`src/rtl/tff_cnt_pkg.sv`:
```
// Shared constants for the toggle-flip-flop modulo counter.
//   DEFAULT_WIDTH / DEFAULT_MOD : default counter width and modulus
//   DIR_UP / DIR_DOWN           : encoding of the direction input
package tff_cnt_pkg;

    localparam int unsigned DEFAULT_WIDTH = 4;
    localparam int unsigned DEFAULT_MOD   = 10;

    localparam logic DIR_UP   = 1'b1;
    localparam logic DIR_DOWN = 1'b0;

endpackage

```
`src/rtl/tff_mod_counter_if.sv`:
```
// Control/status bundle of the modulo counter.
//   en, load, d, up (only with TFF_MOD_COUNTER_DOWN_EN) : controls from master
//   q, tc, ovf, t                                        : status from counter
// Optional feature macro: TFF_MOD_COUNTER_DOWN_EN adds the up signal.
interface tff_mod_counter_if #(
    parameter int unsigned WIDTH = tff_cnt_pkg::DEFAULT_WIDTH
);
    logic             en;
    logic             load;
    logic [WIDTH-1:0] d;
`ifdef TFF_MOD_COUNTER_DOWN_EN
    logic             up;
`endif
    logic [WIDTH-1:0] q;
    logic             tc;
    logic             ovf;
    logic [WIDTH-1:0] t;

`ifdef TFF_MOD_COUNTER_DOWN_EN
    modport master (output en, load, d, up, input q, tc, ovf, t);
    modport slave  (input en, load, d, up, output q, tc, ovf, t);
`else
    modport master (output en, load, d, input q, tc, ovf, t);
    modport slave  (input en, load, d, output q, tc, ovf, t);
`endif

endinterface

```
`src/rtl/t_ff_cell.sv`:
```
// Single T flip-flop storage cell.
//   clk : rising-edge clock
//   rst : synchronous active-high clear
//   t   : toggle enable
//   q   : stored bit
module t_ff_cell (
    input  logic clk,
    input  logic rst,
    input  logic t,
    output logic q
);

    always_ff @(posedge clk) begin
        if (rst) begin
            q <= 1'b0;
        end else if (t) begin
            q <= ~q;
        end
    end

endmodule

```
`src/rtl/tff_mod_counter.sv`:
```
// Modulo-MOD counter built from T flip-flop cells.
//   clk : rising-edge clock
//   rst : synchronous active-high reset
//   bus : slave side of tff_mod_counter_if (en, load, d, [up], q, tc, ovf, t)
// Priority rst > load > en. Optional feature macro TFF_MOD_COUNTER_DOWN_EN
// enables down counting via bus.up; otherwise the counter counts up only.
module tff_mod_counter
    import tff_cnt_pkg::*;
#(
    parameter int unsigned WIDTH = DEFAULT_WIDTH,
    parameter int unsigned MOD   = DEFAULT_MOD
) (
    input  logic                clk,
    input  logic                rst,
    tff_mod_counter_if.slave    bus
);

    // Modulus is one bit wider so MOD == 2**WIDTH is representable.
    localparam logic [WIDTH:0]   MOD_W = (WIDTH+1)'(MOD);
    localparam logic [WIDTH-1:0] MAX_V = WIDTH'(MOD - 1);

    logic [WIDTH-1:0] q;
    logic [WIDTH-1:0] next_q;
    logic [WIDTH-1:0] t_vec;
    logic [WIDTH-1:0] d_eff;
    logic [WIDTH-1:0] term;
    logic             q_ge_mod;
    logic             count_up;
    logic             wrap;
    logic             ovf_r;

`ifdef TFF_MOD_COUNTER_DOWN_EN
    assign count_up = (bus.up == DIR_UP);
`else
    assign count_up = DIR_UP;
`endif

    assign q_ge_mod = ({1'b0, q} >= MOD_W);
    assign d_eff    = ({1'b0, bus.d} < MOD_W) ? bus.d : '0;
    assign term     = count_up ? MAX_V : '0;

    always_comb begin
        next_q = q;
        wrap   = 1'b0;
        if (rst) begin
            next_q = '0;
        end else if (bus.load) begin
            next_q = d_eff;
        end else if (bus.en) begin
            if (count_up) begin
                if (q == MAX_V) begin
                    next_q = '0;
                    wrap   = 1'b1;
                end else if (q_ge_mod) begin
                    next_q = '0;
                end else begin
                    next_q = q + WIDTH'(1);
                end
            end else begin
                if (q == '0) begin
                    next_q = MAX_V;
                    wrap   = 1'b1;
                end else if (q_ge_mod) begin
                    next_q = '0;
                end else begin
                    next_q = q - WIDTH'(1);
                end
            end
        end
    end

    // Every state change, including load, is expressed as a toggle mask.
    assign t_vec = q ^ next_q;

    for (genvar i = 0; i < WIDTH; i++) begin : g_cell
        t_ff_cell u_cell (
            .clk (clk),
            .rst (rst),
            .t   (t_vec[i]),
            .q   (q[i])
        );
    end

    always_ff @(posedge clk) begin
        if (rst) begin
            ovf_r <= 1'b0;
        end else if (bus.load) begin
            ovf_r <= 1'b0;
        end else if (wrap) begin
            ovf_r <= 1'b1;
        end
    end

    assign bus.q   = q;
    assign bus.t   = t_vec;
    assign bus.tc  = bus.en & ~bus.load & (q == term);
    assign bus.ovf = ovf_r;

endmodule

```
`src/flat_wrapper.sv`:
```
// flat-port wrapper written by rule: the top's interface ports become plain ports
module tff_mod_counter_flat import tff_cnt_pkg::*;
#(
    parameter int unsigned WIDTH = DEFAULT_WIDTH,
    parameter int unsigned MOD   = DEFAULT_MOD
)
  (clk, rst, bus_en, bus_load, bus_d, bus_q, bus_tc, bus_ovf, bus_t);
  tff_mod_counter_if #(.WIDTH(WIDTH)) bus_i ();
  input  logic clk;
  input  logic rst;
  input wire logic [$bits(bus_i.en)-1:0] bus_en;
  input wire logic [$bits(bus_i.load)-1:0] bus_load;
  input wire logic [$bits(bus_i.d)-1:0] bus_d;
  output wire logic [$bits(bus_i.q)-1:0] bus_q;
  output wire logic [$bits(bus_i.tc)-1:0] bus_tc;
  output wire logic [$bits(bus_i.ovf)-1:0] bus_ovf;
  output wire logic [$bits(bus_i.t)-1:0] bus_t;
  assign bus_i.en = bus_en;
  assign bus_i.load = bus_load;
  assign bus_i.d = bus_d;
  assign bus_q = bus_i.q;
  assign bus_tc = bus_i.tc;
  assign bus_ovf = bus_i.ovf;
  assign bus_t = bus_i.t;
  tff_mod_counter #(.WIDTH(WIDTH), .MOD(MOD)) u_core (.clk(clk), .rst(rst), .bus(bus_i));
endmodule
```
`config.mk`:
```
export PLATFORM = sky130hd
export DESIGN_NAME = tff_mod_counter_flat
export DESIGN_NICKNAME = d
export VERILOG_FILES = /design/src/rtl/tff_cnt_pkg.sv /design/src/rtl/tff_mod_counter_if.sv /design/src/rtl/t_ff_cell.sv /design/src/rtl/tff_mod_counter.sv /design/src/flat_wrapper.sv
export SDC_FILE = /design/constraint.sdc
export NUM_CORES = 1
export LEC_CHECK = 0
export CAP_MARGIN = 25
export CORE_AREA = 10 10 47 49
export DETAILED_ROUTE_END_ITERATION = 8
export DIE_AREA = 0 0 57 59
export GPL_ROUTABILITY_DRIVEN = 0
export PLACE_DENSITY = 0.7
export SLEW_MARGIN = 20
export SYNTH_ARGS = -nofsm -noshare
export SYNTH_HDL_FRONTEND = slang
export SYNTH_SLANG_ARGS = --single-unit
```
`constraint.sdc`:
```
create_clock -name clk -period 6.3 [get_ports clk]
set_clock_uncertainty 0.05 [all_clocks]
set_input_delay 0.945 -clock clk [delete_from_list [all_inputs] [get_ports clk]]
set_output_delay 0.945 -clock clk [all_outputs]
set_load 0.01 [all_outputs]
```
# Yosys cells after proc, flatten, opt, wreduce, memory -nomap -nowiden
# Cells that the tools add are included.
[totals] ff_bits=5 in_bits=8 out_inout_bits=10 word_cells=28
[op_classes] add_sub_neg=1 magnitude_cmp=2 eq_ne=1 mux=10 bitwise_logic=8 n_reduce_logical=1
[ops] op="4-bit 2-to-1 mux" count=6
[ops] op="1-bit inverter" count=5
[ops] op="4-bit by 1-bit adder with 4-bit output, second input constant" count=1
[ops] op="4-bit equality test, second input constant" count=1
[ops] op="4-bit greater-or-equal comparator, second input constant" count=1
[ops] op="4-bit less-than comparator, second input constant" count=1
[ops] op="1-bit 2-to-1 mux" count=4
[ops] op="4-bit bitwise XOR" count=1
[ops] op="1-bit AND" count=2
[ops] op="2-bit OR reduction" count=1

# Logic depth before layout (Yosys ltp)
[logic_depth] depth_word=7 ltp_mapped=7 depth_no_buf=6

# Modules after synthesis
# Synthesis repeated with hierarchy kept, for this count alone.
[unflattened] cells_unflattened=56 area_unflattened_um2=474.2
[by_module_without_submodules] module="tff_mod_counter" n_inst=1 cells_per_inst=44 area_per_inst_um2=344.1 seq_area_each_um2=20.0
[by_module_without_submodules] module="t_ff_cell" n_inst=4 cells_per_inst=3 area_per_inst_um2=32.5 seq_area_each_um2=20.0

# Worst setup path before layout
# No wires, ideal clock.
[synth_timing] path_kind="input -> output" from="in bus_d[2]" to="out bus_t[3]" t_arrival_ps=1937 t_required_ps=5305 path_slack_ps=3368 cell_stages=5 n_path_buf=1 path_cell_list="or3b_2 > a21oi_1 > a21oi_1 > a31oi_1 > buf_4"
[synth_between] elab_chain_len=5
[synth_rtl] element="start, declared" line_no="flat_wrapper.sv:13" rtl="input wire logic [$bits(bus_i.d)-1:0] bus_d;"
[synth_rtl] element="4-bit less-than comparator" line_no="tff_mod_counter.sv:39" rtl="assign d_eff = ({1'b0, bus.d} < MOD_W) ? bus.d : '0;"
[synth_rtl] element="4-bit 2-to-1 mux" line_no="tff_mod_counter.sv:39"
[synth_rtl] element="4-bit 2-to-1 mux" line_no="tff_mod_counter.sv:47" rtl="end else if (bus.load) begin"
[synth_rtl] element="4-bit 2-to-1 mux" line_no="tff_mod_counter.sv:45" rtl="if (rst) begin"
[synth_rtl] element="4-bit bitwise XOR" line_no="tff_mod_counter.sv:73" rtl="assign t_vec = q ^ next_q;"
[synth_rtl] element="end, declared" line_no="flat_wrapper.sv:17" rtl="output wire logic [$bits(bus_i.t)-1:0] bus_t;"
# No other way between the ends.

# Final worst setup path
[layout_timing] from="in bus_d[3]" to="out bus_t[3]"
[layout_between] elab_chain_len=5
[layout_rtl] element="4-bit less-than comparator" line_no="tff_mod_counter.sv:39"
[layout_rtl] element="4-bit 2-to-1 mux *" line_no="tff_mod_counter.sv:39"
[layout_rtl] element="4-bit 2-to-1 mux *" line_no="tff_mod_counter.sv:47"
[layout_rtl] element="4-bit 2-to-1 mux *" line_no="tff_mod_counter.sv:45"
[layout_rtl] element="4-bit bitwise XOR *" line_no="tff_mod_counter.sv:73"
# Mark *: on every way between the ends. The rest lies on a longest branch, timed or not.

==> summary by stage <==
Synth
Of the synthesized area, sequential elements account for 0.1942. Sorting the synthesized cells by area gives the leading types as sky130_fd_sc_hd__dfxtp_1 (19%), sky130_fd_sc_hd__buf_4 (12%), sky130_fd_sc_hd__ha_1 (7.3%). In the synthesized netlist, the number of instances is 65. In the synthesized netlist the dominant register cell turns out to be sky130_fd_sc_hd__dfxtp_1. The number of nets in the synthesized netlist is 76.

The number of warnings issued by yosys is 0. The synthesized netlist occupies a cell area of 515.5 µm². The number of synthesized register bits is 5. The average footprint of a synthesized cell is 7.931 µm².

The unique cell type count in the Yosys netlist is 32. Counting instances in the post-synthesis netlist gives the leading cell types as sky130_fd_sc_hd__buf_4 (8), sky130_fd_sc_hd__dfxtp_1 (5), sky130_fd_sc_hd__inv_1 (5). The async set or reset register ratio after synthesis is 0. In this run, synthesis inferred 0 flip-flops with an integrated enable. The biggest area contributor in the post-synthesis netlist is sky130_fd_sc_hd__dfxtp_1. Of the post-synthesis cell area, the dominant cell type holds 0.1942. The most common cell in the synthesized netlist is sky130_fd_sc_hd__buf_4.

Place
The number of port buffers is 17. The pre-CTS worst setup slack is 2.378 ns. The placed cell count is 88.

The HPWL reported at the end of detailed placement is 981.6 µm.

Power
The share of total power dissipated in the clock network is 0.345. The cell leakage power is 0.2536 nW. Of the total power, registers draw 0.345.

The switching fraction of total power is 0.3030. Power spread over the standard cell area amounts to 165.2 nW/µm². Internal power comes to approximately 0.076 mW. The analysis attributes to net switching a power of approximately 0.033 mW.

The worst IR drop on VDD is about 0.088 mV. The power share of the combinational group is 0.311.

Global route
The initial antenna violation count is 0. The most used routing layer in global routing is met2. In the global route stage, met2 resource usage came out at 0.1225. For this run, global-route usage on met1 was measured as 0.07271. The via count of the first global-routing pass is 506. The first global-routing pass estimated 2.070 mm of wire. Across every metal layer, demand over resource in global routing totals 0.07702. The met3 track demand over resource in global routing is 0.04936. The pin count of the biggest net entering global routing is 12.

The residual overflow from global routing is 0.

Detailed routing
The violation count after the first detailed-routing iteration is 4. The number of iterations in the first detailed-routing pass is 4. For this block, the via count after detailed routing is 480. The average detailed-routed wire length per instance is 13.07 µm. The final antenna-violating net count is 0.

Summed over all layers, the routed wires come to 1.202 mm. Using the TritonRoute via totals, the vias-per-cell ratio works out to 5.217. In the routed design, unresolved DRC markers number 0.

Clock network
The number of resized instances in the post-cts repair step is 0. The tree is rooted in a sky130_fd_sc_hd__clkbuf_4. The total setup buffers inserted after CTS is 0. The number of buffers created by CTS is 3. TritonCTS built the clock tree.

The number of hold-repair buffers added at the cts stage is 0. After clock tree synthesis, the clock-pin slew on the worst setup and hold paths is 0.05 ns. Clock latency on the worst-skew pair, taken at its later pin, is 0.24 ns.

The maximum buffer depth of the clock tree is 2. The clock sink total is 5. The maximum level of the CTS H-tree is 1.

Timing
The final number of max-transition violations was 0. The worst path meets setup with 2.365 ns of slack. The transition at the pin with the smallest max-transition slack is 0.4263 ns.

In this run the tightest slew margin relative to its limit is 0.7154. The upper clock frequency limit is around 250 MHz. Of the available clock period, the critical path in the final layout requires 0.6247.

The number of endpoints failing setup at the final stage is 0. The number of hold-slack violations in the final timing report was 0. Setup repair after global routing left no endpoint under its margin. The final critical path time including I/O delays and setup is just under 4 ns.

The final sum of negative setup slack is 0 ns.

Critical path
The startpoint identified for the worst register-to-register timing path is u_core.g_cell[1].u_cell.q. The setup check on the worst reg-to-reg path leaves a slack of 4.57 ns. The element type at the critical path end is a primary output. The startpoint class of the critical path is an input port. The endpoint identified for the worst register-to-register timing path is u_core.g_cell[2].u_cell.q. The data arrival time of the worst path is 2.94 ns. The depth of the worst register-to-register path is 5.

Along the worst path, the maximum fanout reaches 4. By startpoint and endpoint, the worst setup path is classified as in2out. At the worst endpoint, the required time is 5.30 ns.

Outcome
The flow ran to the end, and the final reports show no timing, DRC or antenna violations.

Floorplanning
For this configuration, the core starts out at a cell density of 0.3679. The die outline area is 3363 µm². The cell row count is 14. The floorplan step set the die height to 59 µm. The width of the die is 57 µm. During I/O placement, the number of pins put on the boundary was 18.

The area of the core region is 1401 µm².

Layout
The area growth from synthesis to final layout is 28.64%. The final net count is 88. Once layout is complete, the utilization of the core stands at 0.4732.

Fill cells in the final layout number 163. Summing all multi-input logic gate instances after layout gives 327.8 µm². Once layout is complete, the cells apart from fillers number 92. Registers take 100.1 µm². The fraction of layout instances using a drive strength above 1 is 0.09211. The number of inserted diodes is 0.

Hold path
In this run the most critical hold path is launched from u_core.bus.ovf. The min-delay analysis places its worst path in the category reg2reg. The worst hold path passes through 2 cells. The sink of the worst hold path is u_core.bus.ovf.

Run
The number of max-cap violations is 0.
[state kept, by name, indices dropped and copies added (netlist names)]
name,flops
u_core.g_cell.u_cell.q,4
u_core.bus.ovf,1
[cell type report]
| class | instances | share of cell area |
|---|---|---|
| Inverter | 5 | 0.02830 |
| Multi-Input combinational cell | 45 | 0.4943 |
| Tap cell | 16 | 0.03019 |
| Clock buffer | 4 | 0.03962 |
| Sequential cell | 5 | 0.1509 |
| Timing Repair Buffer | 17 | 0.2566 |
[critical path: stages]
cell and delay (ns):
sky130_fd_sc_hd__clkdlybuf4s50_1 0.51, sky130_fd_sc_hd__or3b_2 0.46, sky130_fd_sc_hd__a21oi_1 0.23, sky130_fd_sc_hd__a21oi_1 0.10, sky130_fd_sc_hd__a31oi_1 0.14, sky130_fd_sc_hd__clkdlybuf4s50_1 0.56
[routing by layer]
layer / vias up / routed length, µm
met5: - / 0
met4: 0 / 9
met3: 2 / 130
met2: 15 / 530
met1: 213 / 531
li1: 250 / -
[placed cells by master, fill, tap and decap left out, types with 2 or more instances in the layout]
| cell | synthesis | final |
|---|---|---|
| sky130_fd_sc_hd__a31oi_1 | 3 | 3 |
| sky130_fd_sc_hd__a21oi_1 | 4 | 4 |
| sky130_fd_sc_hd__nor2b_1 | 2 | 2 |
| sky130_fd_sc_hd__dfxtp_1 | 5 | 5 |
| sky130_fd_sc_hd__inv_1 | 5 | 5 |
| sky130_fd_sc_hd__clkbuf_4 | 0 | 3 |
| sky130_fd_sc_hd__o21ai_0 | 4 | 4 |
| sky130_fd_sc_hd__nand3_1 | 2 | 2 |
| sky130_fd_sc_hd__ha_1 | 3 | 3 |
| sky130_fd_sc_hd__clkdlybuf4s50_1 | 0 | 17 |
| sky130_fd_sc_hd__o211ai_1 | 3 | 3 |
| sky130_fd_sc_hd__nand2_1 | 4 | 4 |
| sky130_fd_sc_hd__a21boi_0 | 2 | 2 |
[power by group through the flow]
stage	clock, mW	combinational (mW)	sequential (mW)
2_1_floorplan	0	0.0242	0.0374
3_3_place_gp	0	0.0340	0.0383
3_5_place_dp	0	0.0344	0.0384
4_1_cts	0.0388	0.0346	0.0378
5_1_grt	0.0410	0.0378	0.0385
6_report	0.0377	0.0340	0.0378
[cell families after synthesis]
| family | count (synthesis) | share of synthesized area |
|---|---|---|
| AOI/OAI and AO/OA | 20 | 0.2888 |
| xor gates and xnor gates | 2 | 0.03399 |
| adders and majority gates | 3 | 0.07282 |
| buffers and inverters | 15 | 0.1699 |
| DFF | 5 | 0.1942 |
| and+or+nand+nor | 20 | 0.2403 |
[stage by stage]
stage	power [mW]	hold WS (ns)	area [µm²]
after floorplan	0.06156	0.4585	515.5
after global placement	0.07230	0.4387	636.9
after detailed placement	0.07284	0.4411	636.9
after CTS	0.1112	0.4541	663.1
after global routing	0.1173	0.5064	663.1
final	0.1095	0.4486	663.1
[how the worst max path moves through the flow]
stage / startpoint / end / slack, ns / depth (start not counted)
after floorplan: bus_d[2] / bus_t[3] / 3.37 / 5
after global placement: bus_load / bus_t[1] / 2.40 / 6
after detailed placement: bus_d[3] / bus_t[3] / 2.38 / 6
after CTS: bus_d[3] / bus_t[3] / 2.37 / 6
after global routing: bus_d[3] / bus_t[3] / 2.26 / 6
final: bus_d[3] / bus_t[3] / 2.36 / 6
Power figures use the tool's default switching activity.
==> RTL edit (same settings) <==
Set the package constant `DEFAULT_WIDTH` to 3 (it was 4).
--- a/src/rtl/tff_cnt_pkg.sv
+++ b/src/rtl/tff_cnt_pkg.sv
@@ -5,3 +5,3 @@
 
-    localparam int unsigned DEFAULT_WIDTH = 4;
+    localparam int unsigned DEFAULT_WIDTH = 3;
     localparam int unsigned DEFAULT_MOD   = 10;
Ports: changed (resized bus_d, bus_q and bus_t); port bits go from 18 to 15. The function was not compared with the original's and may differ.
==> RTL edit against the unedited design <==
  * Power is 20% lower
  * Sequential cell count is 1 lower
  * Routed wire length is 34% lower
  * Critical endpoint is now bus_t[1]
  * Worst setup slack better by 0.20 ns
  * Critical path type unchanged
  * Count of clock-buffer cells in the layout is 1 lower
  * Area after synthesis is 32% lower
  * Clock power is 15% lower
  * Cell area is 32% lower
  * Largest cell class unchanged
==> RTL edit: results (changes against the unedited design) <==
status finished, final reports clean; CP Max Fanout 15 (+11); Mapped Nets 52 (-32%); vias per cell 4.88 (-6.5%); Post-Syn Instances 45 (-31%); top cells by count, synth buf_4, a31oi_1, dfxtp_1, inv_1, nor2_1; Inst Count DP 64 (-27%); Leak 0.168 nW (-34%); DR iter-0 viols 9 (+5); Cell Count, Final, Fillers Out 67 (-27%); sequential share of power 0.348 (+0.003); Worst Setup SP bus_load; Peak supply drop 0.138 mV (+56%); Slew @ Worst Pin 0.456 ns (+0.0297 ns); library cells used by synthesis 24 (-25%); reg2reg end u_core.g_cell[1].u_cell.q; overall global routing resource usage 0.0506 (-0.0265); Seq/Total Area, Yosys 0.228 (+0.0336); DP Worst Slack 2.55 ns (+0.173 ns); cells on worst reg2reg path 3 (-2); max reg flops 3 (-1); Hold Slack 0.484 ns (+0.0357 ns); clock network power share 0.364 (+0.019); buffers added on ports 14 (-3); vias in the first global route 296 (-42%); Final nets 60 (-32%); sw frac 0.277 (-0.0257); layout cells sized above 1 0.0588 (-0.0333); Placement Cell Area 427 um^2 (-33%); Pwr Density 195 nW/um^2 (+18%); ranking of synthesized cells by area dfxtp_1, buf_4, a31oi_1; crit path to bus_t[1]; largest net degree at the start of global routing 16 (+4); Final min period 3.74 ns (-0.198 ns); r2r setup slk 5.13 ns (+0.56 ns); CP arrival 2.74 ns (-0.20 ns); final wirelength 791 um (-34%)
[RTL edit: critical path, stage by stage]
cell             delay [ns]
clkdlybuf4s50_1        0.75
o21bai_1               0.11
a222oi_1               0.34
clkdlybuf4s50_1        0.60
[RTL edit: metal layers]
layer  global-route usage  vias up  routed length (um)
li1                     -      168                   -
met1               0.0511      145                 357
met2               0.0682       14                 329
met3               0.0579        0                 104
met4               0.0101        0                   0
met5                    0        -                   0
[RTL edit: cell type report]
type                       instances  area (um^2)
multi-input combinational         27          175
tap                               16         20.0
inverter                           3         11.3
sequential                         4         80.1
fill                             159          952
timing repair buffer              14          140
clock buffer                       3         22.5
[RTL edit: cells by family after synthesis]
group	share of synthesized area
XOR/XNOR	0.0498
buffers and inverters	0.274
flip-flops	0.228
AO/OA/AOI/OAI	0.278
AND/OR/NAND/NOR	0.171
